--- src/rtl/regfile_dump.sv ---
// rtl/regfile_dump.sv - debug read-out engine streaming a register-file index range
//
// Purpose: on start, walks registers first_idx..last_idx (wrapping modulo
// NUM_REGS). For each index it drives the read select, captures the read data,
// and offers the word on a valid/ready stream to a debug sink.
//
// Optional feature: define REGFILE_DUMP_CHECKSUM_EN to append one extra word to
// every dump. That word carries the XOR of all register words sent, and it is
// the only word flagged with dump_last.
//
// Ports:
//   clk, reset           clock, synchronous active-high reset
//   start, abort         begin a dump (ignored while busy); cancel a running dump
//   first_idx, last_idx  inclusive index range, latched on start
//   busy, done           engine active; one-cycle completion pulse
//   rf_sel, rf_data      register-file read select and combinational read data
//   dump_valid/ready     output stream handshake
//   dump_data/idx/last   output word, its register index, final-word marker
module regfile_dump #(
    parameter int NUM_REGS = 32,
    parameter int IDX_W    = 5,
    parameter int DATA_W   = 32
) (
    input  logic              clk,
    input  logic              reset,
    input  logic              start,
    input  logic              abort,
    input  logic [IDX_W-1:0]  first_idx,
    input  logic [IDX_W-1:0]  last_idx,
    output logic              busy,
    output logic              done,
    output logic [IDX_W-1:0]  rf_sel,
    input  logic [DATA_W-1:0] rf_data,
    output logic              dump_valid,
    input  logic              dump_ready,
    output logic [DATA_W-1:0] dump_data,
    output logic [IDX_W-1:0]  dump_idx,
    output logic              dump_last
);

    typedef enum logic [2:0] {
        S_IDLE  = 3'd0,
        S_FETCH = 3'd1,
        S_SEND  = 3'd2,
`ifdef REGFILE_DUMP_CHECKSUM_EN
        S_CSUM  = 3'd3,
`endif
        S_DONE  = 3'd4
    } state_t;

    state_t state, state_next;

    // cur doubles as the read select; it only changes on entry to FETCH, so
    // rf_sel naturally holds its last value in every other state.
    logic [IDX_W-1:0] cur;
    logic [IDX_W-1:0] last_q;
    logic [IDX_W-1:0] cur_inc;
    logic             at_last;
    logic             handshake;

    assign rf_sel    = cur;
    assign at_last   = (cur == last_q);
    assign cur_inc   = (cur == IDX_W'(NUM_REGS - 1)) ? '0 : cur + 1'b1;
    // Abort wins over a simultaneous handshake: nothing is advanced.
    assign handshake = dump_valid && dump_ready && !abort;

    always_ff @(posedge clk) begin
        if (reset) begin
            state <= S_IDLE;
        end else begin
            state <= state_next;
        end
    end

    always_comb begin
        state_next = state;
        busy       = (state != S_IDLE);
        done       = (state == S_DONE);
        dump_valid = (state == S_SEND);
`ifdef REGFILE_DUMP_CHECKSUM_EN
        if (state == S_CSUM) begin
            dump_valid = 1'b1;
        end
`endif
        case (state)
            S_IDLE:  if (start) state_next = S_FETCH;
            S_FETCH: state_next = S_SEND;
            S_SEND: begin
                if (dump_ready) begin
`ifdef REGFILE_DUMP_CHECKSUM_EN
                    state_next = at_last ? S_CSUM : S_FETCH;
`else
                    state_next = at_last ? S_DONE : S_FETCH;
`endif
                end
            end
`ifdef REGFILE_DUMP_CHECKSUM_EN
            S_CSUM:  if (dump_ready) state_next = S_DONE;
`endif
            S_DONE:  state_next = S_IDLE;
            default: state_next = S_IDLE;
        endcase
        if (abort && state != S_IDLE) begin
            state_next = S_IDLE;
        end
    end

`ifdef REGFILE_DUMP_CHECKSUM_EN
    logic [DATA_W-1:0] csum;
`endif

    always_ff @(posedge clk) begin
        if (reset) begin
            cur       <= '0;
            last_q    <= '0;
            dump_data <= '0;
            dump_idx  <= '0;
            dump_last <= 1'b0;
`ifdef REGFILE_DUMP_CHECKSUM_EN
            csum      <= '0;
`endif
        end else begin
            case (state)
                S_IDLE: begin
                    if (start) begin
                        cur    <= first_idx;
                        last_q <= last_idx;
`ifdef REGFILE_DUMP_CHECKSUM_EN
                        csum   <= '0;
`endif
                    end
                end
                S_FETCH: begin
                    // Snapshot taken here; later writes to the register are not seen.
                    dump_data <= rf_data;
                    dump_idx  <= cur;
`ifdef REGFILE_DUMP_CHECKSUM_EN
                    dump_last <= 1'b0;
`else
                    dump_last <= at_last;
`endif
                end
                S_SEND: begin
                    if (handshake) begin
`ifdef REGFILE_DUMP_CHECKSUM_EN
                        csum <= csum ^ dump_data;
                        if (at_last) begin
                            // Load the trailer word directly, including the word just taken.
                            dump_data <= csum ^ dump_data;
                            dump_idx  <= last_q;
                            dump_last <= 1'b1;
                        end
`endif
                        if (!at_last) begin
                            cur <= cur_inc;
                        end
                    end
                end
                default: ;
            endcase
        end
    end

endmodule

--- config.mk ---
export PLATFORM = sky130hd
export DESIGN_NAME = regfile_dump
export DESIGN_NICKNAME = d
export VERILOG_FILES = /design/src/rtl/regfile_dump.sv
export SDC_FILE = /design/constraint.sdc
export NUM_CORES = 1
export LEC_CHECK = 0
export CORE_MARGIN = 5
export CORE_UTILIZATION = 37
export DETAILED_ROUTE_END_ITERATION = 8
export PLACE_DENSITY = 0.83
export SLEW_MARGIN = 15
export SYNTH_ARGS = -nofsm -noshare
export SYNTH_HDL_FRONTEND = slang
export SYNTH_SLANG_ARGS = --single-unit
--- constraint.sdc ---
create_clock -name clk -period 1.6 [get_ports clk]
set_input_delay 0.32 -clock clk [delete_from_list [all_inputs] [get_ports clk]]
set_output_delay 0.32 -clock clk [all_outputs]
set_load 0.01 [all_outputs]
==> flow_summary.ini <==
[worst_setup_path]
cp-endpoint = rf_sel[1]
worst_r2r_setup_slack_ps = 3
worst_setup_sp_type = flip-flop
setup.worst_path.start = state[2]
worst-setup-path-type = reg2reg
timing.reg2reg.worst_path_depth = 7
worstPathMaxFanout = 5
critPathRequiredTime_ps = 1810
critical-path-max-stage-delay_ps = 370
r2r_start = state[2]
worstSetupEndpointType = flip-flop
critical_path.cell_chain = buf_6, nor4b_4, buf_4, nor3_4, a21oi_4, nor2_2, a211oi_2
r2r-end = rf_sel[1]
crit_slowest_cell = sky130_fd_sc_hd__dfxtp_4
timing.critical_path.arrival_ps = 1810

[clock_network]
cts_hold_buf = 0
clock_path_buffers = 2
clk-insertion-delay-late_ps = 300
clk_root_buffer_cell = sky130_fd_sc_hd__clkbuf_8
clkSinkCount = 51
cts-htree-levels = 2
clkTransAtPathRegs_ps = 90
tritoncts = yes
numCtsBuffers = 5

[route]
drc = 0
tritonroute_pass_1_iters = 4
post_drt_wl_per_cell_um = 13.9
dr_total_vias = 2088
drt-total-wl_um = 5940
viasPerCell = 4.88
detail_route.iter0.violations = 121
final_antenna_net_count = 0

[timing]
fin_worst_skew_ps = 8.70
hold-worst-slack_ps = 458
timing_max_transition_violations_final = 0
setup-violations-final = 0
period_share_pct = 99.8
clock.fmax_mhz = 626
max-slew-margin-rel_pct = 64.7
rsz0062_at_grt = true
timing_worst_slew_pin_value_ps = 529
hold_viol_final = 0
finalCriticalPeriod_ps = 1600

[synth]
synth_fp_nets = 296
synth_async_sr_flop_share_pct = 0
most_instantiated_flip_flop_cell_in_the_synthesis_netlist = sky130_fd_sc_hd__dfxtp_1
synth_largest_type_area_fraction_pct = 50.7
synthesis.area_per_instance_um2 = 8.15
synthTopCellsByArea = sky130_fd_sc_hd__dfxtp_1 (51%), sky130_fd_sc_hd__nand2_1 (15%), sky130_fd_sc_hd__a21oi_1 (11%)
synth_largest_area_cell = sky130_fd_sc_hd__dfxtp_1
synthCells = 247
register_bit_total_from_synthesis = 51
synth_sequential_area_ratio_pct = 50.7
synth_enable_flop_cells = 0
yosysWarnings = 0
synth.cell_area_mm2 = 0.00201
post_synth_most_frequent_cells = sky130_fd_sc_hd__nand2_1 (78), sky130_fd_sc_hd__dfxtp_1 (51), sky130_fd_sc_hd__a21oi_1 (44)
yosys.cell_types.count = 29
synth_most_common_cell = sky130_fd_sc_hd__nand2_1

[global_routing]
grt_antenna_before_repair = 0
grt_overflow = 0
pin_count_of_the_biggest_net_entering_global_routing = 39
grtUsageTotal_pct = 16.7
grt_first_pass_wirelength_um = 9730
grt_pass1_vias = 2106

[outcome]
run_status = finished, final reports clean

[power]
power.density_cell_area_mw_per_mm2 = 879
sequentialPowerShare_pct = 47.6
combinationalPowerShare_pct = 23.0
vdd.ir_drop.worst_mv = 0.589
clockPowerShare_pct = 29.4
cell_internal_pwr_uw = 2180
power.share.switching_pct = 26.0
power_switching_uw = 766
p_leak_uw = 0.00129
post-layout-total-power_uw = 2940

[worst_hold_path]
hold_path_class = reg2reg

[cells_and_area]
multi_input_comb_area_um2 = 960
sequential_cell_area_mm2 = 0.00104
final_core_util_pct = 64.4
drive_above_1_share_pct = 15.1
design.final.nets = 407
syn_to_final_growth_pct = 66.4
post_layout_nonfiller_instances = 428
insertedDiodeCount = 0
filler_cell_count = 444
post-route-cell-area_mm2 = 0.00335

[floorplanning]
fp.dieW_um = 83.8
rows = 26
top_level_ports = 93
floorplan.die.height_um = 83.8
floorplan.die_area_mm2 = 0.00702
core_region_area_mm2 = 0.00520
start_util_pct = 38.7

[placement]
hpwl_um = 4200
place_inst = 411
placement.io_buffers = 92
placed_cell_area_mm2 = 0.00312
gpl.final_weighted_congestion = 0.799

[run]
maxCapViolations = 0
[critical path: cells and delay by family (launching register included)]
family	cells	cell delay [ps]
buf+inv	2	300
simple gates	3	370
compound gates	2	460
flops	1	370
[metal layers]
metal  global-route usage, %  wire length [um]
met5                       0                 0
met4                    4.82                89
met3                    6.52               428
met2                    29.0              2990
met1                    19.0              2430
[power by group through the flow]
stage / clock [uW] / combinational, uW / sequential [uW]
finish: 866 / 677 / 1400
global route: 937 / 731 / 1410
CTS: 885 / 640 / 1400
detailed placement: 0 / 605 / 1430
global placement: 0 / 593 / 1430
floorplan: 0 / 239 / 1450
[flip-flops by register name, summed over array words and instances (netlist names)]
register	flops
last_q	5
dump_idx	5
rf_sel	5
dump_data	32
dump_last	1
state	3
[layout by cell type, fill, tap and decap left out, drive strengths merged, types with 4 or more instances in the layout]
cell            n
nor2           13
dfxtp          51
xor2            5
a211oi          4
buf            29
mux2i           6
nand2          78
clkbuf          7
clkdlybuf4s50  87
nor3            4
a21oi          46
[metrics by stage]
| stage | TNS (ps) | setup slack, ps |
|---|---|---|
| after floorplan | 0 | 0.645 |
| after global placement | -930 | -182 |
| after detailed placement | -1870 | -327 |
| after CTS | 0 | 2.97 |
| after global routing | -376 | -92.8 |
| final | 0 | 3.14 |
[cells by family after synthesis]
kind of cell	count (synthesis)	share of synthesized area, %
buffers and inverters	19	4.04
multiplexers	6	2.98
flip-flops	51	50.7
AO/OA/AOI/OAI	55	15.0
AND/OR/NAND/NOR	108	23.4
XOR/XNOR	6	2.61
adder cells (fa/ha/maj)	2	1.24
[cell type report]
type | count | area share [%]
tap | 70 | 2.61
inverter | 2 | 0.224
multi-input combinational | 178 | 28.7
timing repair buffer | 120 | 34.3
sequential | 51 | 31.1
clock inverter | 1 | 0.897
clock buffer | 6 | 2.17
[timing repair]
| action | in CTS | in global routing |
|---|---|---|
| cloned | 1 | 0 |
| buffers inserted | 6 | 4 |
| gates resized for setup | 13 | 17 |
| pin swaps | 2 | 7 |
| hold endpoints to repair | 0 | 0 |
| setup endpoints to repair | 12 | 14 |
[how the worst min path moves through the flow]
stage                       start       endpoint  slack (ps)  cells after the start
floorplan                   abort       state[1]         400                      1
global placement    dump_data[28]  dump_data[28]         440                      2
detailed placement   dump_data[4]   dump_data[4]         450                      2
CTS                 dump_data[20]  dump_data[20]         460                      2
global route         dump_data[4]   dump_data[4]         480                      2
finish              dump_data[20]  dump_data[20]         460                      2
Note: power is estimated with default switching activity, not from simulation.
==> edit, RTL diff (same flow settings) <==
Set the parameter `DATA_W` to 64 (it was 32).
--- a/src/rtl/regfile_dump.sv
+++ b/src/rtl/regfile_dump.sv
@@ -21,3 +21,3 @@
     parameter int IDX_W    = 5,
-    parameter int DATA_W   = 32
+    parameter int DATA_W   = 64
 ) (
Ports: changed (resized dump_data and rf_data); port bits go from 93 to 157. The function was not compared with the original's and may differ.
==> edit against the unedited design <==
  * Total power up 64%
  * Sequential power up 61%
  * Wire length is 55% higher
  * Worst setup slack gained 9.1 ps
  * Critical path depth rose by 1
  * Sequential cell count up 32
  * Cell area increased by 57%
  * Synthesized area grew 54%
  * Largest power group unchanged
==> edit: results (changes against the unedited design) <==
* Outcome: completed (unchanged)
* Area of placed instances at 4890 um2 (was 3120 um2)
* Path depth of the worst reg2reg path at 8 (was 7)
* Largest cells by area after synthesis: dfxtp_1, nand2_1, a21oi_1, clkbuf_1, mux2i_1 (was dfxtp_1, nand2_1, a21oi_1, mux2i_1, clkbuf_1)
* Peak VDD IR at 0.505 mV (was 0.589 mV)
* Global-route total usage across every layer at 17.5% (was 16.7%)
* Net count of the mapped netlist at 467 (was 296)
* Buffers on Ports at 156 (was 92)
* Pre-CTS setup slack at -268 ps (was -327 ps)
* Wire length of the first global-routing pass at 14,600 um (was 9730 um)
* Share of the clock period used by the worst path after layout at 99.2% (was 99.8%)
* Power in combinational cells at 0.000949 W (was 0.000677 W)
* Family with the most delay on the worst path: buffers and inverters (was compound AO/OA/AOI/OAI gates)
* # clock sinks at 83 (was 51)
* Post-synthesis instance total at 386 (was 247)
* Via total after detailed routing at 3,193 (was 2,088)
* Maximum number of pins on one net before global-route repair at 59 (was 39)
* Source-to-sink clock delay at the later pin of the worst-skew pair at 340 ps (was 300 ps)
* Share of cells above drive strength 1 at 10.9% (was 15.1%)
* Hold_ws at 405 ps (was 458 ps)
* Routed vias/inst at 4.80 (was 4.88)
* Maximum root-to-sink buffer count at 2 (unchanged)
* Post-DP HPWL at 6860 um (was 4200 um)
* Remaining max-slew budget at the tightest pin at 70.6% (was 64.7%)
* Final weighted congestion of routability-driven global placement at 0.788 (was 0.799)
* Count of routing violations after the opening detailed-route iteration at 138 (was 121)
* Portion of total power attributed to the clock network at 33.5% (was 29.4%)
* Number of distinct library cell variants in the gate-level netlist after synthesis at 28 (was 29)
* Worst R2R End: rf_sel[3] (was rf_sel[1])
* Startpoint of the tightest hold check path: reset (was dump_data[20])
* Dpl cells at 644 (was 411)
* Clk_skew at 14.4 ps (was 8.70 ps)
* Final-stage net count at 636 (was 407)
* Leakage at 2.29 nW (was 1.29 nW)
* Via count of the first global-routing pass at 3,146 (was 2,106)
* Number of antenna violations at the first check in global routing at 0 (unchanged)
* Routed len/inst at 13.8 um (was 13.9 um)
* Flip-flop count of the largest register, all copies and words added at 64 (was 32)
* Proportion of power drawn by combinational gates at 19.6% (was 23.0%)
* Hold path depth at 2 (unchanged)
* Critical path data arrival time at 1860 ps (was 1810 ps)
* Share of the yosys chip area belonging to registers at 53.7% (was 50.7%)
* Hold EP: last_q[1] (was dump_data[20])
* Cell types with the highest counts after synthesis: nand2_1, dfxtp_1, a21oi_1, clkbuf_1, nor2_1 (unchanged)
## edit: cells by family after synthesis
logic type,after synthesis,synth area share [%]
and+or+nand+nor,171,22.7
AOI/OAI and AO/OA,89,15.3
DFF,83,53.7
buffers and inverters,29,3.84
xor gates and xnor gates,6,1.70
muxes,6,1.94
adders and majority gates,2,0.809
## edit: area by class of cell
class                           instances  area [um2]
Timing Repair Buffer                  183        1840
Clock inverter                          6        90.1
Sequential cell                        83        1670
Clock buffer                           10         128
Inverter                                3        11.3
Fill cell                             702        2930
Tap cell                              105         131
Multi-Input combinational cell        275        1370
## edit: per-layer routing
layer | GRT usage (%) | share of wire [%] | vias up
met5 | 0 | 0 | -
met4 | 7.06 | 1.9 | 0
met3 | 5.65 | 9.4 | 19
met2 | 29.6 | 48 | 121
met1 | 20.4 | 41 | 1451
li1 | - | - | 1602
## edit: what timing repair did
item,in CTS,in global routing
endpoints found under the setup margin,12,31
hold buffers,0,0
resized for setup,16,33
setup buffers,0,4
cloned,1,0
pin swaps,1,6
